--- src/rtl/led_pkg.sv ---
// Shared types for the LED pattern generator: config modes, channel FSM states,
// and the channel-select width helper.
package led_pkg;

   typedef enum logic [1:0] {
      MODE_OFF   = 2'd0,
      MODE_ON    = 2'd1,
      MODE_BLINK = 2'd2,
      MODE_BURST = 2'd3
   } mode_e;

   typedef enum logic [1:0] {
      IDLE,
      SOLID,
      PH_ON,
      PH_OFF
   } chan_st_e;

   function automatic int ch_w(input int n);
      return (n <= 1) ? 1 : $clog2(n);
   endfunction

endpackage

--- src/rtl/led_chan.sv ---
// One LED channel: mode FSM, phase timer counted in prescaler ticks, burst
// counter and the registered burst-done pulse.
module led_chan
   import led_pkg::*;
#(
   parameter int RATE_W = 8,
   parameter int CNT_W  = 4
) (
   input  logic              clk,
   input  logic              rst,
   input  logic              tick,
   input  logic              wr,
   input  mode_e             mode,
   input  logic [RATE_W-1:0] rate,
   input  logic [CNT_W-1:0]  cnt,
   output logic              lit,
   output logic              done
);

   localparam logic [RATE_W:0] PH_ONE = 1;

   chan_st_e          state_q, state_d;
   logic [RATE_W-1:0] rate_q, rate_d;
   logic [RATE_W-1:0] ph_q, ph_d;
   logic [CNT_W-1:0]  burst_q, burst_d;
   logic              is_burst_q, is_burst_d;
   logic              done_q, done_d;
   logic [RATE_W-1:0] eff_rate;
   logic [RATE_W:0]   ph_inc;
   logic              timing;

   assign eff_rate = (rate_q == '0) ? RATE_W'(1) : rate_q;
   assign ph_inc   = {1'b0, ph_q} + PH_ONE;
   assign timing   = (state_q == PH_ON) || (state_q == PH_OFF);

   always_comb begin
      state_d    = state_q;
      rate_d     = rate_q;
      ph_d       = ph_q;
      burst_d    = burst_q;
      is_burst_d = is_burst_q;
      done_d     = 1'b0;
      // A write takes priority over a coincident tick, which is simply dropped.
      if (wr) begin
         rate_d     = rate;
         burst_d    = cnt;
         is_burst_d = (mode == MODE_BURST);
         ph_d       = '0;
         case (mode)
            MODE_OFF:   state_d = IDLE;
            MODE_ON:    state_d = SOLID;
            MODE_BLINK: state_d = PH_ON;
            MODE_BURST: begin
               if (cnt == '0) begin
                  state_d = IDLE;
                  done_d  = 1'b1;
               end else begin
                  state_d = PH_ON;
               end
            end
         endcase
      end else if (tick && timing) begin
         if (ph_inc == {1'b0, eff_rate}) begin
            ph_d = '0;
            if (state_q == PH_ON) begin
               state_d = PH_OFF;
            end else if (is_burst_q && (burst_q == CNT_W'(1))) begin
               state_d = IDLE;
               burst_d = '0;
               done_d  = 1'b1;
            end else begin
               state_d = PH_ON;
               if (is_burst_q) burst_d = burst_q - CNT_W'(1);
            end
         end else begin
            ph_d = ph_inc[RATE_W-1:0];
         end
      end
   end

   always_ff @(posedge clk or posedge rst) begin
      if (rst) begin
         state_q    <= IDLE;
         rate_q     <= '0;
         ph_q       <= '0;
         burst_q    <= '0;
         is_burst_q <= 1'b0;
         done_q     <= 1'b0;
      end else begin
         state_q    <= state_d;
         rate_q     <= rate_d;
         ph_q       <= ph_d;
         burst_q    <= burst_d;
         is_burst_q <= is_burst_d;
         done_q     <= done_d;
      end
   end

   assign lit  = (state_q == SOLID) || (state_q == PH_ON);
   assign done = done_q;

endmodule

--- src/rtl/led_pattern_gen.sv ---
// Multi-channel LED pattern generator: shared tick prescaler, per-channel FSMs
// and registered polarity-corrected prled. Define LED_PWM_EN for per-channel duty dimming.
module led_pattern_gen
   import led_pkg::*;
#(
   parameter int  NUM_LED        = 4,
   parameter int  TICK_DIV       = 10000,
   parameter int  RATE_W         = 8,
   parameter int  CNT_W          = 4,
   parameter bit  LED_ACTIVE_LOW = 1'b1,
   localparam int CH_W           = ch_w(NUM_LED)
) (
   input  logic               clk,
   input  logic               rst,
   input  logic               cfg_we,
   input  logic [CH_W-1:0]    cfg_ch,
   input  logic [1:0]         cfg_mode,
   input  logic [RATE_W-1:0]  cfg_rate,
   input  logic [CNT_W-1:0]   cfg_cnt,
`ifdef LED_PWM_EN
   input  logic [3:0]         cfg_duty,
`endif
   output logic [NUM_LED-1:0] done,
   output logic [NUM_LED-1:0] prled
);

   localparam int PW = $clog2(TICK_DIV);

   logic [PW-1:0]      presc_q, presc_d;
   logic               tick;
   logic [NUM_LED-1:0] wr, lit, on;
   logic [NUM_LED-1:0] prled_q, prled_d;

   assign tick    = (presc_q == PW'(TICK_DIV - 1));
   assign presc_d = tick ? '0 : presc_q + PW'(1);

   // Out-of-range channel numbers match no instance, so those writes vanish.
   for (genvar gi = 0; gi < NUM_LED; gi++) begin : g_chan
      assign wr[gi] = cfg_we && (cfg_ch == CH_W'(gi));
      led_chan #(
         .RATE_W (RATE_W),
         .CNT_W  (CNT_W)
      ) u_chan (
         .clk  (clk),
         .rst  (rst),
         .tick (tick),
         .wr   (wr[gi]),
         .mode (mode_e'(cfg_mode)),
         .rate (cfg_rate),
         .cnt  (cfg_cnt),
         .lit  (lit[gi]),
         .done (done[gi])
      );
   end

`ifdef LED_PWM_EN
   logic [3:0]              pwm_cnt_q, pwm_cnt_d;
   logic [NUM_LED-1:0][3:0] duty_q, duty_d;

   always_comb begin
      pwm_cnt_d = pwm_cnt_q + 4'd1;
      duty_d    = duty_q;
      on        = '0;
      for (int i = 0; i < NUM_LED; i++) begin
         if (wr[i]) duty_d[i] = cfg_duty;
         on[i] = lit[i] && (pwm_cnt_q <= duty_q[i]);
      end
   end

   always_ff @(posedge clk or posedge rst) begin
      if (rst) begin
         pwm_cnt_q <= '0;
         duty_q    <= {NUM_LED{4'd15}};
      end else begin
         pwm_cnt_q <= pwm_cnt_d;
         duty_q    <= duty_d;
      end
   end
`else
   assign on = lit;
`endif

   assign prled_d = LED_ACTIVE_LOW ? ~on : on;

   always_ff @(posedge clk or posedge rst) begin
      if (rst) begin
         presc_q <= '0;
         prled_q <= {NUM_LED{LED_ACTIVE_LOW}};
      end else begin
         presc_q <= presc_d;
         prled_q <= prled_d;
      end
   end

   assign prled = prled_q;

endmodule

--- config.mk ---
export PLATFORM = sky130hd
export DESIGN_NAME = led_pattern_gen
export DESIGN_NICKNAME = d
export VERILOG_FILES = /design/src/rtl/led_pkg.sv /design/src/rtl/led_chan.sv /design/src/rtl/led_pattern_gen.sv
export SDC_FILE = /design/constraint.sdc
export NUM_CORES = 1
export LEC_CHECK = 0
export BUFFER_PORTS_ARGS = -buffer_cell sky130_fd_sc_hd__buf_2
export CAP_MARGIN = 20
export CORE_MARGIN = 3
export CORE_UTILIZATION = 35
export CTS_CLUSTER_DIAMETER = 60
export DETAILED_ROUTE_END_ITERATION = 6
export PLACE_DENSITY = 0.54
export SLEW_MARGIN = 15
export SYNTH_ARGS = -nofsm -noshare
export SYNTH_HDL_FRONTEND = slang
export SYNTH_SLANG_ARGS = --single-unit
--- constraint.sdc ---
create_clock -name clk -period 12.3 [get_ports clk]
set_clock_uncertainty 0.2 [all_clocks]
set_input_delay 2.46 -clock clk [delete_from_list [all_inputs] [get_ports clk]]
set_output_delay 2.46 -clock clk [all_outputs]
set_load 0.05 [all_outputs]
==> impl_metrics.xml, run 1 <==
<?xml version="1.0" encoding="UTF-8"?>
<metrics>
  <group name="run_status">
    <metric name="status" unit="">finished, final reports clean</metric>
  </group>
  <group name="setup_path">
    <metric name="path_depth" unit="">1</metric>
    <metric name="start_kind" unit="">flip-flop</metric>
    <metric name="maximum_fanout_encountered_on_the_critical_timing_path" unit="">1</metric>
    <metric name="r2r_setup_slack" unit="ps">8790</metric>
    <metric name="worst_ep_arrival_time" unit="ps">1180</metric>
    <metric name="path_cells" unit="">buf_2</metric>
    <metric name="worst_setup_path_end_kind" unit="">output port</metric>
    <metric name="r2r_cells" unit="">7</metric>
    <metric name="crit_path_max_incr_delay" unit="ps">510</metric>
    <metric name="worst_path_max_delay_cell" unit="">dfstp_2</metric>
    <metric name="r2r-start" unit="">g_chan[0].u_chan.ph_q[0]$_DFFE_PP0P_</metric>
    <metric name="crit_family" unit="">flip-flops</metric>
    <metric name="timing.rr.end" unit="">g_chan[0].u_chan.burst_q[2]$_DFFE_PP0P_</metric>
    <metric name="crit_type" unit="">flip-flop to output port</metric>
    <metric name="cp_data_required_time" unit="ps">9640</metric>
    <metric name="critPathBufInv" unit="">1</metric>
  </group>
  <group name="detailed_routing">
    <metric name="drt_pass1_iterations" unit="">5</metric>
    <metric name="met1_wire_length" unit="µm">8040</metric>
    <metric name="route.antenna.remaining_nets" unit="">0</metric>
    <metric name="detailroute.wirelength.met3" unit="µm">807</metric>
    <metric name="viasPerCell" unit="">5.57</metric>
    <metric name="dr_total_vias" unit="">5617</metric>
    <metric name="wl_met2" unit="µm">7730</metric>
    <metric name="initialDrtViolationCount" unit="">274</metric>
    <metric name="wl" unit="µm">16800</metric>
    <metric name="drc" unit="">0</metric>
    <metric name="wl_per_cell" unit="µm">16.7</metric>
    <metric name="top_layer_used" unit="">met4</metric>
  </group>
  <group name="floorplanning">
    <metric name="floorplan.die.width" unit="µm">143</metric>
    <metric name="die_area" unit="µm²">20500</metric>
    <metric name="placeableCoreArea" unit="µm²">18300</metric>
    <metric name="rows" unit="">49</metric>
    <metric name="floorplan.initialDensity" unit="%">36.1</metric>
    <metric name="fp.dieH" unit="µm">143</metric>
    <metric name="design.portCount" unit="">27</metric>
  </group>
  <group name="sta">
    <metric name="finalMaxSlewViolations" unit="">0</metric>
    <metric name="timing.max_slew.rel_slack" unit="%">37.4</metric>
    <metric name="max_freq" unit="GHz">0.260</metric>
    <metric name="fin_tns_setup" unit="ps">0</metric>
    <metric name="worstMarginPinSlew" unit="ps">932</metric>
    <metric name="unrepaired_setup_endpoints_after_global_routing" unit="">false</metric>
    <metric name="finalCriticalPeriod" unit="ps">3840</metric>
    <metric name="setup_viol" unit="">0</metric>
    <metric name="timing.final.hold_violations" unit="">0</metric>
    <metric name="timing.final.crit_share" unit="%">31.2</metric>
  </group>
  <group name="cts">
    <metric name="ctsHoldBuffers" unit="">0</metric>
    <metric name="cts_tree" unit="">done</metric>
    <metric name="number_of_buffers_created_by_cts" unit="">17</metric>
    <metric name="cts_h_tree_lvls" unit="">4</metric>
    <metric name="library_cell_used_as_clock_root_buffer" unit="">clkbuf_16</metric>
    <metric name="ctsLongestPathBuffers" unit="">2</metric>
    <metric name="clkSinkCount" unit="">114</metric>
    <metric name="clkLatencyLatePin" unit="ps">420</metric>
    <metric name="post-cts-setup-buffers" unit="">0</metric>
    <metric name="cts_resized" unit="">0</metric>
    <metric name="cts.clk_slew.worst_paths" unit="ps">50</metric>
  </group>
  <group name="yosys">
    <metric name="post_synth_main_area_contributors" unit="">dfrtp_1 42%, nand2_1 8.7%, ha_1 4.0%</metric>
    <metric name="synthesis.yosys.warnings" unit="">0</metric>
    <metric name="synthCells" unit="">758</metric>
    <metric name="synth_cell_types" unit="">68</metric>
    <metric name="dominantRegCellSynth" unit="">dfrtp_1</metric>
    <metric name="async_flop_share" unit="%">100</metric>
    <metric name="postSynthAreaPerCell" unit="µm²">8.71</metric>
    <metric name="syn_area" unit="µm²">6600</metric>
    <metric name="synth_top_cell_area_share" unit="%">41.7</metric>
    <metric name="synth_sequential_area_ratio" unit="%">43.3</metric>
    <metric name="synth_nets" unit="">798</metric>
    <metric name="number_of_synthesized_flops_with_an_enable_pin" unit="">0</metric>
    <metric name="synth_largest_area_cell" unit="">dfrtp_1</metric>
    <metric name="yosysMostFrequentCell" unit="">nand2_1</metric>
    <metric name="synth_commonest_cells" unit="">153 x nand2_1, 110 x dfrtp_1, 48 x nor2_1, 43 x o21ai_0, 40 x nand3_1</metric>
    <metric name="synth-seq-cells" unit="">114</metric>
  </group>
  <group name="power">
    <metric name="power.density" unit="nW/µm²">150</metric>
    <metric name="power.leakage" unit="nW">3.26</metric>
    <metric name="peakVddDrop" unit="mV">0.0699</metric>
  </group>
  <group name="finish">
    <metric name="final_core_util" unit="%">41.0</metric>
    <metric name="syn_to_final_growth" unit="%">13.5</metric>
    <metric name="antenna-diode-count" unit="">0</metric>
    <metric name="layout.area.seq" unit="µm²">2860</metric>
    <metric name="filler_cell_count" unit="">1812</metric>
    <metric name="nets" unit="">807</metric>
    <metric name="drive_gt1_share" unit="%">10.5</metric>
    <metric name="multiInputGateArea" unit="µm²">3500</metric>
  </group>
  <group name="min_path">
    <metric name="holdPathEnd" unit="">presc_q[0]$_DFF_PP0_</metric>
    <metric name="whs_path_depth" unit="">1</metric>
    <metric name="hold_startpoint" unit="">presc_q[0]$_DFF_PP0_</metric>
    <metric name="timing.hold.worst.class" unit="">flip-flop to flip-flop</metric>
  </group>
  <group name="global_route">
    <metric name="grt-ovfl-total" unit="">0</metric>
    <metric name="wire_length_of_the_first_global_routing_pass" unit="µm">27800</metric>
    <metric name="first_global_vias" unit="">5349</metric>
    <metric name="grt_max_degree" unit="">81</metric>
    <metric name="grt_util_all_layers" unit="%">16.9</metric>
    <metric name="antenna_found_initial" unit="">0</metric>
  </group>
  <group name="place">
    <metric name="dpl.hpwl" unit="µm">11700</metric>
    <metric name="port_buffers" unit="">26</metric>
    <metric name="finalWeightedCongestion" unit="">0.855</metric>
  </group>
  <group name="job">
    <metric name="drv.max_cap_violation_count" unit="">0</metric>
  </group>
</metrics>
[final cells by class]
class                   instances  share of cell area, %
repair buffers                 32                   2.35
clock buffers                  21                   6.14
flip-flops and latches        114                   38.1
clock inverters                10                   2.10
multi-input cells             587                   46.7
inverters                      15                  0.785
well taps                     229                   3.82
[cells by family after synthesis]
logic type	after synthesis	synth area share, %
muxes	9	1.50
xor gates and xnor gates	48	6.37
and+or+nand+nor	370	28.0
AOI/OAI and AO/OA	139	13.1
buffers and inverters	57	3.81
adders and majority gates	21	3.98
DFF	114	43.3
[placed cells by master (no fill, tap or decap), types with 5 or more instances in the layout]
| cell type | synthesis | layout |
|---|---|---|
| a21oi_1 | 34 | 34 |
| a31oi_1 | 16 | 16 |
| and3_1 | 9 | 9 |
| buf_2 | 3 | 27 |
| clkbuf_16 | 0 | 17 |
| dfrtp_1 | 110 | 110 |
| ha_1 | 21 | 21 |
| inv_1 | 15 | 14 |
| mux2i_1 | 5 | 5 |
| nand2_1 | 153 | 153 |
| nand3_1 | 40 | 40 |
| nand4_1 | 13 | 13 |
| nand4b_1 | 5 | 5 |
| nor2_1 | 48 | 48 |
| nor2b_1 | 7 | 7 |
| nor3_1 | 26 | 26 |
| nor3b_1 | 6 | 5 |
| nor4_1 | 13 | 13 |
| o21a_1 | 5 | 5 |
| o21ai_0 | 43 | 42 |
| or3_1 | 13 | 13 |
| or4_1 | 10 | 10 |
| xnor2_1 | 28 | 28 |
| xor2_1 | 20 | 20 |
[sequential cells by signal, indices dropped and copies added, names as in the netlist]
register	count
g_chan.u_chan.rate_q	32
g_chan.u_chan.state_q	8
g_chan.u_chan.ph_q	32
prled	4
g_chan.u_chan.burst_q	16
g_chan.u_chan.done	4
presc_q	14
g_chan.u_chan.is_burst_q	4
[how the worst max path moves through the flow]
stage	startpoint	endpoint	slack [ps]
after floorplan	rst	g_chan[0].u_chan.burst_q[0]$_DFFE_PP0P_	6630
after global placement	rst	presc_q[5]$_DFF_PP0_	8090
after detailed placement	rst	presc_q[1]$_DFF_PP0_	8070
after CTS	prled[1]$_DFF_PP1_	prled[1]	8430
after global routing	prled[0]$_DFF_PP1_	prled[0]	8400
final	prled[1]$_DFF_PP1_	prled[1]	8460
[power by group]
group	switching, W	leakage [nW]	internal (W)
registers	0.0000373	1.42	0.000416
clock network	0.000172	0.295	0.000347
logic	0.0000947	1.54	0.0000601
[metal layers]
layer	global-route usage [%]	vias up
met5	0	-
met4	6.44	0
li1	-	2718
met2	26.2	136
met3	3.96	23
met1	23.2	2740
[per-stage QoR]
step / hold WS, ps / power [W] / instances / setup slack, ps / instance area (µm²)
floorplan: 246 / 0.000568 / 758 / 6630 / 6600
global placement: 265 / 0.000609 / 976 / 8090 / 6870
detailed placement: 278 / 0.000614 / 976 / 8070 / 6870
CTS: 287 / 0.00114 / 1007 / 8430 / 7490
global route: 304 / 0.00118 / 1008 / 8400 / 7500
finish: 282 / 0.00113 / 1008 / 8460 / 7500
No activity file was read; power rests on OpenSTA's default activity.
==> inputs of run 2 (changes only) <==
==> constraint.sdc (replaced) <==
create_clock -name clk -period 3.75 [get_ports clk]
set_clock_uncertainty 0.2 [all_clocks]
set_input_delay 0.75 -clock clk [delete_from_list [all_inputs] [get_ports clk]]
set_output_delay 0.75 -clock clk [all_outputs]
set_load 0.05 [all_outputs]
==> run 2 against run 1 <==
Compared with the run above: the run now ends with design-rule violations left; global-route usage shrank 0.24 points; clock power grew to 3.2 times the previous value; final area grew 0.27%; non-clock buffer count grew 3; sequential power grew to 3.3 times the previous value; power grew to 3.2 times the previous value; utilization grew 0.11 points; combinational power grew to 3.3 times the previous value; setup slack lost 8100 ps; first-iteration DRC count grew 23%; sequential share of layout area shrank 0.10 points; sequential cell count is the same; critical path type is now flip-flop to flip-flop.
==> impl_metrics.xml, run 2 (synthesis gave the netlist of run 1 again) <==
<?xml version="1.0" encoding="UTF-8"?>
<metrics>
  <group name="run_status">
    <metric name="status" unit="">finished, violations left</metric>
    <metric name="violations" unit="">design-rule violations</metric>
  </group>
  <group name="cts">
    <metric name="library_cell_used_as_clock_root_buffer" unit="">clkbuf_16</metric>
    <metric name="cts_tree" unit="">done</metric>
    <metric name="cts_resized" unit="">0</metric>
    <metric name="cts.clk_slew.worst_paths" unit="ps">60</metric>
    <metric name="clkLatencyLatePin" unit="ps">420</metric>
    <metric name="clkSinkCount" unit="">114</metric>
    <metric name="number_of_buffers_created_by_cts" unit="">17</metric>
    <metric name="cts_h_tree_lvls" unit="">4</metric>
    <metric name="ctsLongestPathBuffers" unit="">2</metric>
    <metric name="ctsHoldBuffers" unit="">0</metric>
    <metric name="post-cts-setup-buffers" unit="">0</metric>
  </group>
  <group name="detailed_routing">
    <metric name="wl_per_cell" unit="µm">16.3</metric>
    <metric name="wl" unit="µm">16500</metric>
    <metric name="drt_pass1_iterations" unit="">7</metric>
    <metric name="viasPerCell" unit="">5.49</metric>
    <metric name="dr_total_vias" unit="">5547</metric>
    <metric name="drc" unit="">5</metric>
    <metric name="route.antenna.remaining_nets" unit="">0</metric>
    <metric name="initialDrtViolationCount" unit="">337</metric>
  </group>
  <group name="setup_path">
    <metric name="worst_ep_arrival_time" unit="ps">3500</metric>
    <metric name="cp_data_required_time" unit="ps">3840</metric>
    <metric name="crit_path_max_incr_delay" unit="ps">670</metric>
    <metric name="path_cells" unit="">ha_1, nand2_1, or3_1, a221oi_2, or4b_1, nor4b_4, mux2i_1, mux2_4</metric>
    <metric name="worst_path_max_delay_cell" unit="">or4b_1</metric>
    <metric name="crit_family" unit="">simple AND/OR/NAND/NOR gates</metric>
    <metric name="crit_type" unit="">flip-flop to flip-flop</metric>
    <metric name="worst_setup_path_end_kind" unit="">flip-flop</metric>
    <metric name="critPathBufInv" unit="">0</metric>
    <metric name="maximum_fanout_encountered_on_the_critical_timing_path" unit="">10</metric>
    <metric name="start_kind" unit="">flip-flop</metric>
  </group>
  <group name="global_route">
    <metric name="antenna_found_initial" unit="">0</metric>
    <metric name="grt_max_degree" unit="">115</metric>
    <metric name="grt-ovfl-total" unit="">0</metric>
    <metric name="grt_util_all_layers" unit="%">16.7</metric>
    <metric name="first_global_vias" unit="">5314</metric>
    <metric name="wire_length_of_the_first_global_routing_pass" unit="µm">27400</metric>
  </group>
  <group name="finish">
    <metric name="biggestRegsByFlops" unit="">g_chan.u_chan.ph_q (32), g_chan.u_chan.rate_q (32), g_chan.u_chan.burst_q (16)</metric>
    <metric name="antenna-diode-count" unit="">0</metric>
    <metric name="layout.cell_area.non_filler" unit="µm²">7520</metric>
    <metric name="nets" unit="">810</metric>
    <metric name="syn_to_final_growth" unit="%">13.8</metric>
    <metric name="filler_cell_count" unit="">1821</metric>
    <metric name="layout_common_cells" unit="">153 x nand2_1, 110 x dfrtp_1, 48 x nor2_1, 43 x o21ai_0, 40 x nand3_1</metric>
    <metric name="final_common_cell" unit="">nand2_1</metric>
    <metric name="finalNonFillerCells" unit="">1011</metric>
    <metric name="drive_gt1_share" unit="%">11.0</metric>
  </group>
  <group name="place">
    <metric name="dpl.hpwl" unit="µm">11100</metric>
    <metric name="port_buffers" unit="">26</metric>
    <metric name="finalWeightedCongestion" unit="">0.834</metric>
    <metric name="dpl.cell_count" unit="">980</metric>
    <metric name="postPlaceCellArea" unit="µm²">6910</metric>
  </group>
  <group name="sta">
    <metric name="fin_tns_setup" unit="ps">0</metric>
    <metric name="fin_worst_hold_slack" unit="ps">284</metric>
    <metric name="unrepaired_setup_endpoints_after_global_routing" unit="">false</metric>
    <metric name="max_freq" unit="GHz">0.294</metric>
    <metric name="setup_viol" unit="">0</metric>
    <metric name="timing.final.crit_share" unit="%">90.8</metric>
    <metric name="finalCriticalPeriod" unit="ps">3400</metric>
    <metric name="worstMarginPinSlew" unit="ps">1060</metric>
    <metric name="timing.max_slew.rel_slack" unit="%">28.9</metric>
    <metric name="finalMaxSlewViolations" unit="">0</metric>
    <metric name="timing.final.hold_violations" unit="">0</metric>
  </group>
  <group name="floorplanning">
    <metric name="die_area" unit="µm²">20500</metric>
    <metric name="fp.dieH" unit="µm">143</metric>
    <metric name="floorplan.initialDensity" unit="%">36.1</metric>
    <metric name="design.portCount" unit="">27</metric>
    <metric name="floorplan.die.width" unit="µm">143</metric>
    <metric name="placeableCoreArea" unit="µm²">18300</metric>
    <metric name="rows" unit="">49</metric>
  </group>
  <group name="min_path">
    <metric name="timing.hold.worst.class" unit="">flip-flop to flip-flop</metric>
  </group>
  <group name="power">
    <metric name="peakVddDrop" unit="mV">0.204</metric>
    <metric name="power.density" unit="nW/µm²">486</metric>
    <metric name="total_power" unit="W">0.00365</metric>
    <metric name="power.leakage" unit="nW">3.27</metric>
  </group>
  <group name="job">
    <metric name="drv.max_cap_violation_count" unit="">0</metric>
  </group>
</metrics>
-- run 2: cell count changes in the layout (fill, tap and decap cells not counted), sizes merged --
cell	delta
inv	-1
clkinv	+1
bufinv	-1
clkinvlp	+1
buf	+3
-- run 2: worst register-to-register path: stages, from the launching register on --
cell      delay (ps)
dfrtp_1          420
ha_1             330
nand2_1          150
or3_1            420
a221oi_2         290
or4b_1           670
nor4b_4          400
mux2i_1          130
mux2_4           260
-- run 2: power by group --
group | internal, W | total [W] | switching [W]
Sequential | 0.00136 | 0.00149 | 0.000123
Combinational | 0.000202 | 0.000511 | 0.000309
Clock | 0.00109 | 0.00165 | 0.000566
-- run 2: layout make-up --
class / count / area, µm² / area share, %
flip-flops and latches: 114 / 2860 / 38.0
inverters: 15 / 60.1 / 0.799
clock buffers: 21 / 470 / 6.26
multi-input cells: 587 / 3500 / 46.5
well taps: 229 / 287 / 3.81
repair buffers: 35 / 210 / 2.80
clock inverters: 10 / 133 / 1.76
-- run 2: final timing paths --
kind,from,endpoint,slack (ps),cells past startpoint
worst max-delay path,g_chan[3].u_chan.ph_q[0]$_DFFE_PP0P_,g_chan[3].u_chan.burst_q[1]$_DFFE_PP0P_,350,8
worst min-delay path,presc_q[0]$_DFF_PP0_,presc_q[0]$_DFF_PP0_,280,1
worst max register to register,g_chan[3].u_chan.ph_q[0]$_DFFE_PP0P_,g_chan[3].u_chan.burst_q[1]$_DFFE_PP0P_,350,8
max in group asynchronous,rst,g_chan[3].u_chan.ph_q[5]$_DFFE_PP0P_,2580,3
worst min register to register,presc_q[0]$_DFF_PP0_,presc_q[0]$_DFF_PP0_,280,1
min in group asynchronous,rst,presc_q[5]$_DFF_PP0_,320,3
-- run 2: layer usage --
layer	vias up	global-route usage, %	wire, µm
met5	-	0	0
met4	0	7.28	394
met3	32	3.33	756
met2	121	25.9	7550
met1	2691	22.7	7790
li1	2703	-	-
-- run 2: metrics by stage --
| step | utilization (%) | setup slack [ps] |
|---|---|---|
| 3_5_place_dp | 37.8 | 362 |
| 2_1_floorplan | - | 757 |
| 5_1_grt | 41.1 | 162 |
| 3_3_place_gp | 37.8 | 479 |
| 4_1_cts | 41.1 | 348 |
| 6_report | 41.1 | 346 |
